`config.mk`:
```
export PLATFORM = sky130hd
export DESIGN_NAME = data_memory_responder
export DESIGN_NICKNAME = d
export VERILOG_FILES = /design/src/rtl/data_memory_responder.sv
export SDC_FILE = /design/constraint.sdc
export NUM_CORES = 2
export LEC_CHECK = 0
export CORE_AREA = 3 3 438 440
export DETAILED_ROUTE_END_ITERATION = 10
export DIE_AREA = 0 0 441 443
export PLACE_DENSITY = 0.66
export SETUP_SLACK_MARGIN = 0.05
export SLEW_MARGIN = 20
export SYNTH_ARGS = -nofsm -noshare
export SYNTH_HDL_FRONTEND = slang
export SYNTH_SLANG_ARGS = --single-unit
```
`constraint.sdc`:
```
create_clock -name clk -period 4.1 [get_ports clk]
set_input_delay 1.025 -clock clk [delete_from_list [all_inputs] [get_ports clk]]
set_output_delay 1.025 -clock clk [all_outputs]
set_load 0.005 [all_outputs]
```
`src/rtl/data_memory_responder.sv`:
```
// data_memory_responder: single-port 32-bit data memory behind a req/ready
// handshake. The memory accepts one transaction at a time, inserts a
// configurable number of wait states and answers with a one-cycle ready pulse.
// Loads and stores both return a word on dmem_read_data. A store returns the
// word it just wrote.
module data_memory_responder #(
  parameter int ADDR_WIDTH  = 6,
  parameter int WAIT_STATES = 2
) (
  input  logic                  clk,
  input  logic                  reset_n,
  input  logic                  dmem_req,
  input  logic                  dmem_write,
  input  logic [ADDR_WIDTH-1:0] dmem_reg,
  input  logic [31:0]           dmem_write_data,
  output logic [31:0]           dmem_read_data,
  output logic                  dmem_ready,
  output logic                  dmem_busy
);

  localparam int DEPTH = 2 ** ADDR_WIDTH;
  // Wait-state count as loaded into the 4-bit countdown register.
  localparam logic [3:0] WAIT_LOAD = 4'(WAIT_STATES);

  typedef enum logic [1:0] {
    S_IDLE = 2'd0,
    S_WAIT = 2'd1,
    S_RESP = 2'd2
  } state_e;

  // Storage is never reset. Addresses index it directly, so every
  // ADDR_WIDTH-bit value is valid and wraps modulo DEPTH.
  logic [31:0]           mem_q [DEPTH];

  state_e                state_q, state_d;
  logic [3:0]            cnt_q, cnt_d;
  logic [ADDR_WIDTH-1:0] addr_q, addr_d;
  logic                  write_q, write_d;
  logic [31:0]           wdata_q, wdata_d;
  logic [31:0]           rdata_q, rdata_d;
  logic                  ready_q, ready_d;
  logic                  busy_q, busy_d;

  logic                  accept_s;
  logic                  enter_resp_s;
  logic [ADDR_WIDTH-1:0] txn_addr_s;
  logic                  txn_write_s;
  logic [31:0]           txn_wdata_s;
  logic                  mem_we_s;

  // Next-state logic for the handshake FSM, the wait counter and the capture registers.
  always_comb begin
    state_d  = state_q;
    cnt_d    = cnt_q;
    addr_d   = addr_q;
    write_d  = write_q;
    wdata_d  = wdata_q;
    accept_s = 1'b0;
    case (state_q)
      S_IDLE: begin
        if (dmem_req) begin
          accept_s = 1'b1;
          addr_d   = dmem_reg;
          write_d  = dmem_write;
          wdata_d  = dmem_write_data;
          if (WAIT_LOAD != 4'd0) begin
            state_d = S_WAIT;
            cnt_d   = WAIT_LOAD;
          end else begin
            state_d = S_RESP;
            cnt_d   = 4'd0;
          end
        end else begin
          state_d = S_IDLE;
        end
      end
      S_WAIT: begin
        if (cnt_q == 4'd1) begin
          state_d = S_RESP;
          cnt_d   = 4'd0;
        end else begin
          state_d = S_WAIT;
          cnt_d   = cnt_q - 4'd1;
        end
      end
      S_RESP: begin
        // The response lasts exactly one cycle. A request held high is
        // picked up on the next edge, back in IDLE.
        state_d = S_IDLE;
      end
      default: begin
        state_d = S_IDLE;
        cnt_d   = 4'd0;
      end
    endcase
  end

  // Choose the transaction that commits on the RESP-entry edge. With zero
  // wait states that edge is also the acceptance edge, so the live inputs
  // are used. Otherwise the captured copies are used.
  always_comb begin
    if (accept_s) begin
      txn_addr_s  = dmem_reg;
      txn_write_s = dmem_write;
      txn_wdata_s = dmem_write_data;
    end else begin
      txn_addr_s  = addr_q;
      txn_write_s = write_q;
      txn_wdata_s = wdata_q;
    end
  end

  // Compute the response data and the registered ready/busy values from the next state.
  always_comb begin
    enter_resp_s = (state_d == S_RESP) && (state_q != S_RESP);
    mem_we_s     = enter_resp_s && txn_write_s;
    ready_d      = (state_d == S_RESP);
    busy_d       = (state_d != S_IDLE);
    if (enter_resp_s) begin
      if (txn_write_s) begin
        rdata_d = txn_wdata_s;
      end else begin
        rdata_d = mem_q[txn_addr_s];
      end
    end else begin
      rdata_d = rdata_q;
    end
  end

  // FSM, counter, capture and output registers, all cleared asynchronously.
  always_ff @(posedge clk or negedge reset_n) begin
    if (!reset_n) begin
      state_q <= S_IDLE;
      cnt_q   <= 4'd0;
      addr_q  <= '0;
      write_q <= 1'b0;
      wdata_q <= 32'h0;
      rdata_q <= 32'h0;
      ready_q <= 1'b0;
      busy_q  <= 1'b0;
    end else begin
      state_q <= state_d;
      cnt_q   <= cnt_d;
      addr_q  <= addr_d;
      write_q <= write_d;
      wdata_q <= wdata_d;
      rdata_q <= rdata_d;
      ready_q <= ready_d;
      busy_q  <= busy_d;
    end
  end

  // Store commit on the RESP-entry edge. The reset branch intentionally
  // leaves the contents untouched. It also blocks commits on any clock
  // edge that arrives while reset_n is low.
  always_ff @(posedge clk or negedge reset_n) begin
    if (!reset_n) begin
    end else if (mem_we_s) begin
      mem_q[txn_addr_s] <= txn_wdata_s;
    end
  end

  assign dmem_read_data = rdata_q;
  assign dmem_ready     = ready_q;
  assign dmem_busy      = busy_q;

endmodule
```
## After elaboration in Yosys (flattened, before gate mapping)

Memories as Yosys holds them, arrays and structs flattened.
Cells that the tools add are included.

- Output and inout port bits: 34
- Register bits after elaboration: 79
- Logic and storage cells: 38
- Memory bits (writable): 2048
- Input bits: 42
- Memories: 1

Memories:

| name | depth | bits a word | read ports | clocked after Yosys merged registers in | write ports | line | text |
|---|---|---|---|---|---|---|---|
| mem_q | 64 | 32 | 1 | 0 | 1 | 33 | `logic [31:0] mem_q [DEPTH];` |

- Add/subtract/negate cells: 1
- Bitwise gates (word level): 1
- Muxes and demuxes: 14
- Reductions and logical operators: 7
- Equal/unequal tests: 6

Operators by type and width:

| cell | number |
|---|---|
| $mux 32 | 2 |
| $pmux 4 s3 | 1 |
| $mux 4 | 2 |
| $mux 1 | 6 |
| $mux 6 | 1 |
| $eq 2x2->1 const B | 2 |
| $eq 4x1->1 const B | 1 |
| $ne 2x2->1 const B | 2 |
| $pmux 2 s2 | 1 |
| $reduce_and 2->1 | 2 |
| $sub 4x1->4 const B | 1 |
| $logic_and 1x1->1 | 3 |
| $eq 2x1->1 const B | 1 |
| $logic_not 2->1 | 1 |
| $mux 2 | 1 |
| $reduce_bool 2->1 | 1 |
| $not 1->1 | 1 |

## Longest topological paths before layout

- Depth after elaboration: 9
- Depth in mapped cells: 11
- Mapped depth without buffers: 8

## Worst setup path after synthesis

Ideal clock, no wire load.

- Path kind: input -> register
- Start: in dmem_req
- End: mem mem_q[10][0], enable pin
- Path slack: -564 ps
- Buffers on the path: 5
- Data arrival time: 4243 ps
- Data required time: 3679 ps
- Library setup time: 421 ps
- Stages on the path: 9
- Path through: or3b_1 buf_6 mux2_4 buf_6 clkbuf_1 buf_2 buf_1 nand2_1 nor2_1

- Cells in the longest elaborated chain, start to end: 8
- Elaborated cells on any way between the ends: 12
- Classes of those cells: 1 x eq/ne; 8 x mux; 3 x reduce/logical

RTL lines:

| what | line | text |
|---|---|---|
| from (decl) | 12 | `input logic dmem_req,` |
| $mux 1 | 61 | `if (dmem_req) begin` |
| $pmux 2 s2 | 59 | `case (state_q)` |
| $eq 2x2->1 | 115 | `enter_resp_s = (state_d == S_RESP) && (state_q != S_RESP);` |
| $logic_and 1x1->1 | 115 |  |
| $logic_and 1x1->1 | 116 | `mem_we_s = enter_resp_s && txn_write_s;` |
| $mux 1 | 158 | `end else if (mem_we_s) begin` |
| $logic_and 1x1->1 (implied by the code) | 159 | `mem_q[txn_addr_s] <= txn_wdata_s;` |
| $mux 1 (implied by the code) | 159 |  |
| to (decl) | 33 |  |

Parallel ways exist; a longest one is shown, timed or not.

## Worst setup path after layout

- Start: in dmem_req
- End: reg rdata_q[22] (netlist: dmem_read_data[22])

- Cells in the longest elaborated chain, start to end: 5
- Elaborated cells on any way between the ends: 11
- Classes of those cells: 1 x eq/ne; 8 x mux; 1 x reduce/logical; 1 x memory

RTL lines:

| what | line | text |
|---|---|---|
| $mux 1 | 61 |  |
| $mux 1 | 59 |  |
| $mux 6 | 102 | `if (accept_s) begin` |
| $mem_v2 64x32 | n/a |  |
| $mux 32 | 120 | `if (txn_write_s) begin` |
| to (signal assigned) | 147 | `rdata_q <= rdata_d;` |
| to (decl) | 40 | `logic [31:0] rdata_q, rdata_d;` |

Parallel ways exist; a longest one is shown, timed or not.
A chain may end at the register's enable or synchronous reset.

==> results.toml <==
[outcome]
status = "completed"

[timing]
max_slew_margin_pct = 41.7
tightest_slew_ns = 0.866
max_freq_ghz = 0.256
layout_min_cycle_time_ns = 3.91
rsz0062_at_grt = "false"
timing.final.crit_share_pct = 95.4
skew_ns = 0.0338
drv_slew = 0
setup_slack_ns = 0.189
setup_viol = 0
hold_viol_final = 0
tns_ns = 0

[logic_synthesis]
synth_cell_type_count = 44
netlist_top_cells_area = "edfxtp_1 80%, a22oi_1 5.3%, a22o_1 2.8%"
synth_edf_count = 2048
synthCells = 4136
yosysSeqAreaShare_pct = 82.5
yosysWarnings = 0
async_reset_ff_share_pct = 3.71
yosysTopAreaCell = "edfxtp_1"
synth.top_cell.area_share_pct = 79.9
syn_area_um2 = 76900
syn-num-nets = 4180
synth_flop_cell = "edfxtp_1"
ys_seq_elements = 2127
post_synth.cell_area_avg_um2 = 18.6

[floorplanning]
dieArea_um2 = 195000
io_pins = 76
die_w_um = 441
die_h_um = 443
rows = 159
start_util_pct = 40.9
core_um2 = 188000

[pwr]
p_clk_share_pct = 27.7
p_leak_nw = 29.7
switching_share_pct = 32.0
irDropWorstVdd_v = 0.000455
p_per_area_nw_per_um2 = 693
intPower_mw = 44.2
switchingPower_mw = 20.9
finalPower_mw = 65.1
pwr-share-seq_pct = 43.1
combinationalPowerShare_pct = 29.2

[setup_path]
r2r_start = "state_q[0]$_DFF_PN0_"
setup.worst_path.class = "in2reg"
crit_path_end_kind = "register"
crit_fanout = 12
r2r_slack_ns = 0.42
worstPathRequired_ns = 4.78
cp-start-kind = "primary input"
worstPathArrival_ns = 4.59
rr_endpoint = "dmem_read_data[22]$_DFFE_PN0P_"
r2r_cells = 9

[finish]
syn2layout_area_growth_pct = 22.2
finish.instance_area_um2 = 94000
drive_gt1_share_pct = 21.1
final_net_count = 4782
fill_cells = 14800

[route]
first_iter_violations = 6944
wl_per_cell_um = 34.6
routed_wl_um = 256000
via_per_inst = 6.39
antenna_left = 0
drtPass1Iterations = 7
routed-via-count = 47400
remaining_drc_errors = 0

[placed_design]
hpwlAfterDp_um = 159000
numPortBuffers = 75
detailed_place.area_um2 = 87600
place_ws_ns = -0.663
gp_congestion = 0.890

[min_path]
hp-class = "in2async"

[grt]
grt_pass1_wl_um = 356000
antenna_found_initial = 7
gr-total-overflow = 0
grt_max_degree = 66
grt_pass1_vias = 45700
grt_use_total_pct = 25.8

[cts]
postCtsSetupBuffers = 0
path_clk_slew_ns = 0.07
cts_max_path_buffers = 3
cts-root-buf = "clkbuf_16"
ctsHoldBuffers = 0
htreeDepth = 4
clock-sinks = 2127
cts_buffers = 199
cts_resized = 0
cts_tree = "done"
insertion_delay_ns = 0.85

[flow_run]
maxCapViolCount = 0
[cells by family (layout without fill, tap and decap cells)]
family | Yosys count | count (layout) | share of synthesized area [%]
AO/OA/AOI/OAI | 1353 | 1353 | 13.5
adder cells (fa/ha/maj) | 2 | 2 | 0.0325
buffers and inverters | 290 | 1063 | 1.67
flip-flops | 2127 | 2127 | 82.5
multiplexers | 12 | 12 | 0.203
other | 0 | 2 | 0
AND/OR/NAND/NOR | 352 | 352 | 2.08
[cell type report]
| type | instances | area, um2 | area share, % |
|---|---|---|---|
| diodes | 2 | 5.00 | 0.00533 |
| well taps | 2495 | 3120 | 3.32 |
| clock inverters | 110 | 968 | 1.03 |
| repair buffers | 683 | 8080 | 8.59 |
| multi-input cells | 1719 | 12900 | 13.7 |
| clock buffers | 262 | 5400 | 5.74 |
| inverters | 8 | 30.0 | 0.0320 |
| flip-flops and latches | 2127 | 63500 | 67.5 |
[cells in the final DEF, fill, tap and decap left out, drive strengths merged, types with 6 or more instances in the layout]
cell / n
inv: 16
nor4: 31
buf: 609
nand2: 126
edfxtp: 2048
dfrtp: 79
clkdlybuf4s50: 74
clkinvlp: 7
or3: 29
a22o: 242
a221oi: 242
o21ai: 37
a41oi: 17
a22oi: 540
nand3b: 6
clkinv: 84
clkbuf: 262
a31oi: 262
mux2i: 9
bufinv: 11
nor3: 34
nor2: 102
nand3: 11
[power by group through the flow]
stage	sequential [mW]	combinational, mW	clock [mW]
floorplan	28.5	8.49	0
global placement	28.5	18.4	0
detailed placement	28.5	18.7	0
CTS	28.1	18.7	18.1
global route	28.1	19.9	19.0
finish	28.1	19.0	18.0
[registers in the layout (all words and copies together), names as in the netlist]
signal	count
mem_q	2048
write_q	1
state_q	2
dmem_busy	1
wdata_q	32
addr_q	6
dmem_read_data	32
cnt_q	4
dmem_ready	1
[critical path, cell delays in order]
cell	delay, ns
clkdlybuf4s50_1	0.52
or3b_4	0.54
mux2i_4	0.27
buf_4	0.25
buf_4	0.23
a22o_1	0.24
a221oi_1	0.36
a31oi_1	0.18
nor4_1	0.77
a31oi_1	0.20
[Yosys cell counts (2+ instances only)]
library cell  count
edfxtp_1       2048
a22oi_1         540
a31oi_1         262
a22o_1          242
a221oi_1        241
clkbuf_1        141
nand2_1         126
buf_2           109
nor2_1          102
dfrtp_1          79
o21ai_0          37
nor3_1           34
nor4_1           31
or3_1            29
buf_1            18
a41oi_1          17
buf_4            12
nand3_1          11
mux2i_1           7
inv_1             6
nand3b_1          6
nor3b_1           5
a311oi_1          3
a211o_1           2
buf_6             2
ha_1              2
inv_2             2
mux2_4            2
mux2i_4           2
nor2b_1           2
o31ai_1           2
or3b_2            2
[layer usage]
metal  up-vias  GRT usage [%]  share of wire [%]
met5         -              0              0.023
met3       647           6.23                 12
met4         8           13.2                6.1
met2      3542           39.0                 45
li1      18800              -                  -
met1     24400           34.8                 36
[through the flow]
step / hold WS [ns] / instances / utilization (%)
6_report: 0.349 / 7406 / 50.0
5_1_grt: 0.348 / 7404 / 50.0
4_1_cts: 0.328 / 7404 / 50.0
3_5_place_dp: 0.479 / 7032 / 46.6
3_3_place_gp: 0.475 / 7032 / 46.6
2_1_floorplan: 0.451 / 4136 / -
[worst max path at each step]
stage,start,end,slack [ns],cells past startpoint
floorplan,dmem_reg[2],mem_q[12][0]$_DFFE_PP_,-0.47,8
global placement,dmem_req,dmem_read_data[22]$_DFFE_PN0P_,-0.66,10
detailed placement,dmem_req,dmem_read_data[22]$_DFFE_PN0P_,-0.66,10
CTS,dmem_req,dmem_read_data[22]$_DFFE_PN0P_,0.21,10
global route,dmem_req,dmem_read_data[22]$_DFFE_PN0P_,0.20,10
finish,dmem_req,dmem_read_data[22]$_DFFE_PN0P_,0.19,10
Power figures use the tool's default switching activity.
